<file path="src/rtl/ahb_master_arbiter.sv">
// AHB-lite arbiter/multiplexer: shares one slave port among NUM_MST masters with round-robin
// grants that never split a fixed-length burst; address and data phase owners tracked separately.
module ahb_master_arbiter #(
  parameter int unsigned ADDR_WIDTH = 32,
  parameter int unsigned DATA_WIDTH = 32,
  parameter int unsigned NUM_MST    = 2
) (
  input  logic                          hclk,
  input  logic                          hresetn,
  input  logic [NUM_MST-1:0]            m_hbusreq,
  output logic [NUM_MST-1:0]            m_hgrant,
  input  logic [NUM_MST*ADDR_WIDTH-1:0] m_haddr,
  input  logic [NUM_MST*2-1:0]          m_htrans,
  input  logic [NUM_MST-1:0]            m_hwrite,
  input  logic [NUM_MST*3-1:0]          m_hsize,
  input  logic [NUM_MST*3-1:0]          m_hburst,
  input  logic [NUM_MST*4-1:0]          m_hprot,
  input  logic [NUM_MST*DATA_WIDTH-1:0] m_hwdata,
  output logic [ADDR_WIDTH-1:0]         haddr,
  output logic [1:0]                    htrans,
  output logic                          hwrite,
  output logic [2:0]                    hsize,
  output logic [2:0]                    hburst,
  output logic [3:0]                    hprot,
  output logic [DATA_WIDTH-1:0]         hwdata,
  output logic                          hsel,
  input  logic                          hreadyout,
  input  logic                          hresp,
  input  logic [DATA_WIDTH-1:0]         hrdata,
  output logic                          hready,
  output logic [1:0]                    addr_owner,
  output logic [1:0]                    data_owner
);

  localparam logic [1:0] TransIdle   = 2'b00;
  localparam logic [1:0] TransNonseq = 2'b10;
  localparam logic [1:0] TransSeq    = 2'b11;
  localparam logic [2:0] BurstSingle = 3'b000;

  logic [NUM_MST-1:0] grant_q, grant_d;
  logic [1:0]         grant_idx_q;
  logic [1:0]         addr_owner_q, data_owner_q;
  logic [3:0]         beat_q, beat_d;
  logic               hsel_q;

  // Master buses padded to four entries so the 2-bit owner indices select without width games.
  logic [ADDR_WIDTH-1:0] addr_arr  [4];
  logic [DATA_WIDTH-1:0] wdata_arr [4];
  logic [1:0]            trans_arr [4];
  logic [2:0]            size_arr  [4];
  logic [2:0]            burst_arr [4];
  logic [3:0]            prot_arr  [4];
  logic                  write_arr [4];
  logic [3:0]            req_pad;

  for (genvar g = 0; g < 4; g++) begin : g_pad
    if (g < NUM_MST) begin : g_used
      assign addr_arr[g]  = m_haddr[g*ADDR_WIDTH +: ADDR_WIDTH];
      assign wdata_arr[g] = m_hwdata[g*DATA_WIDTH +: DATA_WIDTH];
      assign trans_arr[g] = m_htrans[g*2 +: 2];
      assign size_arr[g]  = m_hsize[g*3 +: 3];
      assign burst_arr[g] = m_hburst[g*3 +: 3];
      assign prot_arr[g]  = m_hprot[g*4 +: 4];
      assign write_arr[g] = m_hwrite[g];
      assign req_pad[g]   = m_hbusreq[g];
    end else begin : g_tie
      assign addr_arr[g]  = '0;
      assign wdata_arr[g] = '0;
      assign trans_arr[g] = '0;
      assign size_arr[g]  = '0;
      assign burst_arr[g] = '0;
      assign prot_arr[g]  = '0;
      assign write_arr[g] = 1'b0;
      assign req_pad[g]   = 1'b0;
    end
  end

  logic [1:0] own_trans;
  logic [2:0] own_burst;
  logic       own_req;

  assign own_trans = trans_arr[addr_owner_q];
  assign own_burst = burst_arr[addr_owner_q];
  assign own_req   = req_pad[addr_owner_q];

  // Beat counter holds the number of beats still to come after the one being accepted.
  always_comb begin
    beat_d = beat_q;
    if (!hreadyout) begin
      if (hresp) beat_d = '0;
    end else begin
      case (own_trans)
        TransNonseq: begin
          case (own_burst)
            3'b010, 3'b011: beat_d = 4'd3;
            3'b100, 3'b101: beat_d = 4'd7;
            3'b110, 3'b111: beat_d = 4'd15;
            default:        beat_d = 4'd0;
          endcase
        end
        TransSeq: beat_d = (beat_q == 4'd0) ? 4'd0 : beat_q - 4'd1;
        default:  beat_d = beat_q;
      endcase
    end
  end

  logic last_beat, handover;

  assign last_beat = (own_trans == TransNonseq && own_burst == BurstSingle) ||
                     (own_trans == TransSeq && beat_q == 4'd1);
  assign handover  = hreadyout && (beat_d == 4'd0) &&
                     (own_trans == TransIdle || last_beat || !own_req || hresp);

  // Round-robin search from addr_owner+1; the owner itself is tried last.
  logic [2:0] cand;
  logic [1:0] win_idx;
  logic       win_found;
  logic [3:0] win_onehot;

  always_comb begin
    win_idx   = addr_owner_q;
    win_found = 1'b0;
    cand      = '0;
    for (int unsigned k = 1; k <= NUM_MST; k++) begin
      cand = {1'b0, addr_owner_q} + 3'(k);
      if (cand >= 3'(NUM_MST)) cand = cand - 3'(NUM_MST);
      if (!win_found && req_pad[cand[1:0]]) begin
        win_idx   = cand[1:0];
        win_found = 1'b1;
      end
    end
  end

  assign win_onehot = 4'b0001 << win_idx;
  assign grant_d    = win_onehot[NUM_MST-1:0];

  always_ff @(posedge hclk or negedge hresetn) begin
    if (!hresetn) begin
      grant_q      <= NUM_MST'(1);
      grant_idx_q  <= '0;
      addr_owner_q <= '0;
      data_owner_q <= '0;
      beat_q       <= '0;
      hsel_q       <= 1'b0;
    end else begin
      hsel_q <= 1'b1;
      beat_q <= beat_d;
      if (hreadyout) begin
        addr_owner_q <= grant_idx_q;
        data_owner_q <= addr_owner_q;
        if (handover) begin
          grant_q     <= grant_d;
          grant_idx_q <= win_idx;
        end
      end
    end
  end

  assign m_hgrant   = grant_q;
  assign addr_owner = addr_owner_q;
  assign data_owner = data_owner_q;
  assign hsel       = hsel_q;
  assign hready     = hreadyout;

  assign haddr  = addr_arr[addr_owner_q];
  assign htrans = hresetn ? own_trans : TransIdle;
  assign hwrite = write_arr[addr_owner_q];
  assign hsize  = size_arr[addr_owner_q];
  assign hburst = own_burst;
  assign hprot  = prot_arr[addr_owner_q];
  assign hwdata = wdata_arr[data_owner_q];

  // Read data and response go straight from the slave to every master.
  logic unused_rdata;
  assign unused_rdata = ^hrdata;

endmodule
</file>
<file path="config.mk">
export PLATFORM = sky130hd
export DESIGN_NAME = ahb_master_arbiter
export DESIGN_NICKNAME = d
export VERILOG_FILES = /design/src/rtl/ahb_master_arbiter.sv
export SDC_FILE = /design/constraint.sdc
export NUM_CORES = 1
export LEC_CHECK = 0
export ABC_AREA = 0
export CORE_AREA = 2 2 108 110
export DETAILED_ROUTE_END_ITERATION = 12
export DIE_AREA = 0 0 110 112
export PLACE_DENSITY = 0.62
export SKIP_CTS_REPAIR_TIMING = 1
export SYNTH_ARGS = -nofsm -noshare
export SYNTH_HDL_FRONTEND = slang
export SYNTH_SLANG_ARGS = --single-unit
</file>
<file path="constraint.sdc">
create_clock -name hclk -period 4.7 [get_ports hclk]
set_clock_uncertainty 0.05 [all_clocks]
set_input_delay 0.705 -clock hclk [delete_from_list [all_inputs] [get_ports hclk]]
set_output_delay 0.705 -clock hclk [all_outputs]
set_load 0.1 [all_outputs]
</file>
Word level (Yosys, flattened, before mapping)
Index checks and enable logic that the tools add are counted.
{"block": "op_classes", "addsub": 5, "bitwise_logic": 2, "shift": 1, "muxes": 38, "magnitude_cmp": 7, "n_reduce_logical": 19, "n_eq_ne": 9}
{"cell": "$bmux W32 S2", "count": 2}
{"cell": "$mux W32", "count": 4}
{"cell": "$mux W4", "count": 5}
{"cell": "$mux W2", "count": 7}
{"cell": "$bmux W3 S2", "count": 2}
{"cell": "$eq A3 B3 Y1 const B", "count": 4}
{"cell": "$mux W3", "count": 4}
{"cell": "$pmux W4 S3", "count": 1}
{"cell": "$lt A2 B3 Y1 const B", "count": 3}
{"cell": "$bmux W1 S2", "count": 4}
{"cell": "$bmux W4 S2", "count": 1}
{"cell": "$logic_not A4 Y1", "count": 2}
{"cell": "$pmux W4 S2", "count": 1}
{"cell": "$eq A3 B2 Y1 const B", "count": 2}
{"cell": "$ge A3 B2 Y1 const B", "count": 2}
{"cell": "$ge A3 B3 Y1 const B", "count": 2}
{"cell": "$mux W1", "count": 6}
{"cell": "$not A2 Y3", "count": 2}
{"cell": "$reduce_or A2 Y1", "count": 3}
{"cell": "$logic_and A1 B1 Y1", "count": 5}
{"cell": "$bmux W2 S2", "count": 1}
{"cell": "$eq A2 B2 Y1 const B", "count": 2}
{"cell": "$eq A4 B1 Y1 const B", "count": 1}
{"cell": "$logic_or A1 B1 Y1", "count": 4}
{"cell": "9 further kinds", "count": 11}
{"block": "word_totals", "register_bits": 13, "elab_cells": 87, "in_bits": 192}

Depth between registers and ports, before layout
{"block": "depth", "depth_word": 13, "depth_mapped": 8, "ltp_nobuf": 6}

Worst setup path before layout
Ideal clock, no wire load.
{"block": "synth_timing", "path_type": "reg-to-output", "startpoint": "reg addr_owner_q[0] (netlist: addr_owner[0])", "endpoint": "out htrans[0]", "slack_ns": 0.270, "arrival_time_ns": 3.675, "stages_incl_launch_ff": 5, "required_time_ns": 3.945, "cell_sequence": "dfrtp_1 -> buf_6 -> buf_4 -> mux2i_1 -> nor3b_1"}
{"block": "synth_between", "elab_chain_cells": 5}
{"element": "from (decl)", "line_no": "42", "text": "logic [1:0] addr_owner_q, data_owner_q;"}
{"element": "from (signal assigned)", "line_no": "149", "text": "addr_owner_q <= grant_idx_q;"}
{"element": "$not A2 Y3 (implied by the code)", "line_no": "82", "text": "assign own_trans = trans_arr[addr_owner_q];"}
{"element": "$bmux W2 S2", "line_no": "82"}
{"element": "$mux W2 (implied by the code) (2 in series)", "line_no": "82"}
{"element": "$mux W2", "line_no": "166", "text": "assign htrans = hresetn ? own_trans : TransIdle;"}
{"element": "to (decl)", "line_no": "20", "text": "output logic [1:0] htrans,"}
Every way passes these cells. The select of a mux whose other input is x is not followed.

Final worst setup path
{"block": "layout_timing", "startpoint": "reg addr_owner_q[0] (netlist: addr_owner[0])", "endpoint": "out haddr[6]"}
{"block": "layout_between", "elab_chain_cells": 4}
{"element": "$not A2 Y3 (implied by the code)", "line_no": "165", "text": "assign haddr = addr_arr[addr_owner_q];"}
{"element": "$bmux W32 S2", "line_no": "165"}
{"element": "$mux W32 (implied by the code) (2 in series)", "line_no": "165"}
{"element": "to (decl)", "line_no": "19", "text": "output logic [ADDR_WIDTH-1:0] haddr,"}
Every way passes these cells. The select of a mux whose other input is x is not followed.

==> flow_summary.json <==
{
  "status": "completed",
  "slew_headroom_pct": 24.6,
  "cp_num_buf_inv": 1,
  "grt_pass1_wl_um": 12800,
  "cts_tree": "done",
  "grt_use_total_pct": 12.7,
  "synth-seq-cells": 13,
  "min_period_ns": 3.65,
  "htreeDepth": 1,
  "io_buffers": 244,
  "cp-end-kind": "output port",
  "synthCells": 255,
  "die_h_um": 112,
  "final_cell_mix": "clkdlybuf4s50_1 (219), nor2_1 (81), mux2i_1 (78)",
  "setup_viol": 0,
  "wl_per_cell_um": 13.7,
  "arrival_ns": 2.89,
  "finalWirelength_um": 8520,
  "cp-startpoint": "addr_owner[0]",
  "firstDrtPassIters": 4,
  "setup_ws_ns": 1.05,
  "final_common_cell": "clkdlybuf4s50_1",
  "ff2ff_path_depth": 6,
  "drive_above_1_share_pct": 9.15,
  "first_global_vias": 2721,
  "path_class": "flop to output port",
  "r2r_end": "m_hgrant[1]",
  "hold_viol_final": 0,
  "synthFlopType": "dfrtp_1",
  "routabilityCongestion": 0.754,
  "cp_top_family": "buffers and inverters",
  "netlist_area_um2": 1960,
  "holdCritStartpoint": "grant_idx_q[1]",
  "finalSetupTns_ns": 0,
  "grt_max_degree": 64,
  "grt.overflow.total": 0,
  "clock_latency_ns": 0.24,
  "synth-simple-area-share_pct": 25.9,
  "min_path_type": "flop to flop",
  "diodes": 0,
  "cp_max_fo": 47,
  "ios": 277,
  "hpwl_um": 6970,
  "dp_slack_ns": 1.24,
  "via_per_inst": 4.30,
  "clkSinkCount": 13,
  "yosysSeqAreaShare_pct": 16.7,
  "synth_top_family_by_area": "multiplexers",
  "area_growth_syn_to_layout_pct": 130,
  "cts_max_path_buffers": 2,
  "critPathRequiredTime_ns": 3.94,
  "drt_iter0_drc": 96,
  "tightest_slew_ns": 1.13,
  "fp.dieW_um": 110,
  "coreArea_um2": 11200,
  "r2r_start": "addr_owner[0]",
  "rrSetupSlack_ns": 1.44,
  "synth_compound_area_share_pct": 6.40,
  "synth_xor_xnor_area_share_pct": 0,
  "die_area_um2": 12300,
  "fmax_mhz": 274,
  "synthAdderAreaFrac_pct": 0,
  "dr_total_vias": 2685,
  "ys_warn_count": 0,
  "rsz0062_at_grt": "false",
  "start_util_pct": 17.5,
  "async_reset_ff_share_pct": 100,
  "yosys-top-cells-area": "mux2i_1 (40%), nor2_1 (16%), dfrtp_1 (15%)",
  "cts_buffers": 3,
  "path_cells": "mux2i_1 > nor2_1 > clkdlybuf4s50_1",
  "cp.depth": 3,
  "fin_util_pct": 40.3,
  "cap_violations": 0,
  "antenna_found_initial": 0,
  "muxShareOfSynthArea_pct": 45.2,
  "syn_area_per_cell_um2": 7.67,
  "synth_edf_count": 0,
  "crit_path_end": "haddr[6]",
  "ant_nets": 0,
  "synth_area_leader_cell": "mux2i_1",
  "startpoint_type": "flop",
  "root_buffer": "clkbuf_16",
  "critPathMaxStageDelay_ns": 1.17,
  "hold_ws_ns": 0.453,
  "crit_path_top_delay_cell": "clkdlybuf4s50_1",
  "drcViolationCount": 0,
  "yosysUniqueCellTypes": 40,
  "nets": 674,
  "clk_pin_slew_ns": 0.05,
  "period_share_pct": 77.6,
  "netlist.area_leader.share_pct": 39.9,
  "std_cell_rows": 39,
  "syn_nets": 447,
  "maxSlewViolCount": 0
}
per-layer routing:
layer  GRT usage, %  routed length, µm
met1           13.9               3160
met2           24.9               4540
met3           2.75                733
met4           1.94                 91
met5              0                  0
synth_stat cells (4+ instances only):
master    instances
clkbuf_1         14
o21ai_0           7
mux2i_1          78
mux2_2            4
buf_1             6
nor2_1           81
nor3_1            4
dfrtp_1          12
worst min-delay path by stage:
stage	end	slack, ns	cells after the start
6_report	addr_owner[1]	0.45	1
3_5_place_dp	addr_owner[1]	0.44	1
5_1_grt	grant_idx_q[0]	0.49	1
4_1_cts	grant_idx_q[0]	0.46	1
2_1_floorplan	addr_owner[0]	0.36	0
3_3_place_gp	addr_owner[1]	0.44	1
final cells by class:
class / instances / area, µm²
Clock buffer: 3 / 75.1
Clock inverter: 1 / 5.00
Fill cell: 1133 / 6670
Inverter: 2 / 7.51
Multi-Input combinational cell: 217 / 1520
Sequential cell: 13 / 330
Tap cell: 143 / 179
Timing Repair Buffer: 245 / 2390
through the flow:
stage          std cells  cell area (µm²)
2_1_floorplan        255             1960
3_3_place_gp         620             4420
3_5_place_dp         620             4420
4_1_cts              624             4500
5_1_grt              624             4500
6_report             624             4500
registers in the layout, summed over array words and instances (netlist names):
| signal | flops |
|---|---|
| hsel | 1 |
| addr_owner | 2 |
| m_hgrant | 2 |
| beat_q | 4 |
| data_owner | 2 |
| grant_idx_q | 2 |
kinds of logic after synthesis:
kind of cell,count (synthesis)
AO/OA/AOI/OAI,19
multiplexers,86
AND/OR/NAND/NOR,111
buffers and inverters,25
flip-flops,13
other,1
Power is not shown: default switching activity piles up to over one toggle a cycle in this logic, so the estimate is an artifact.
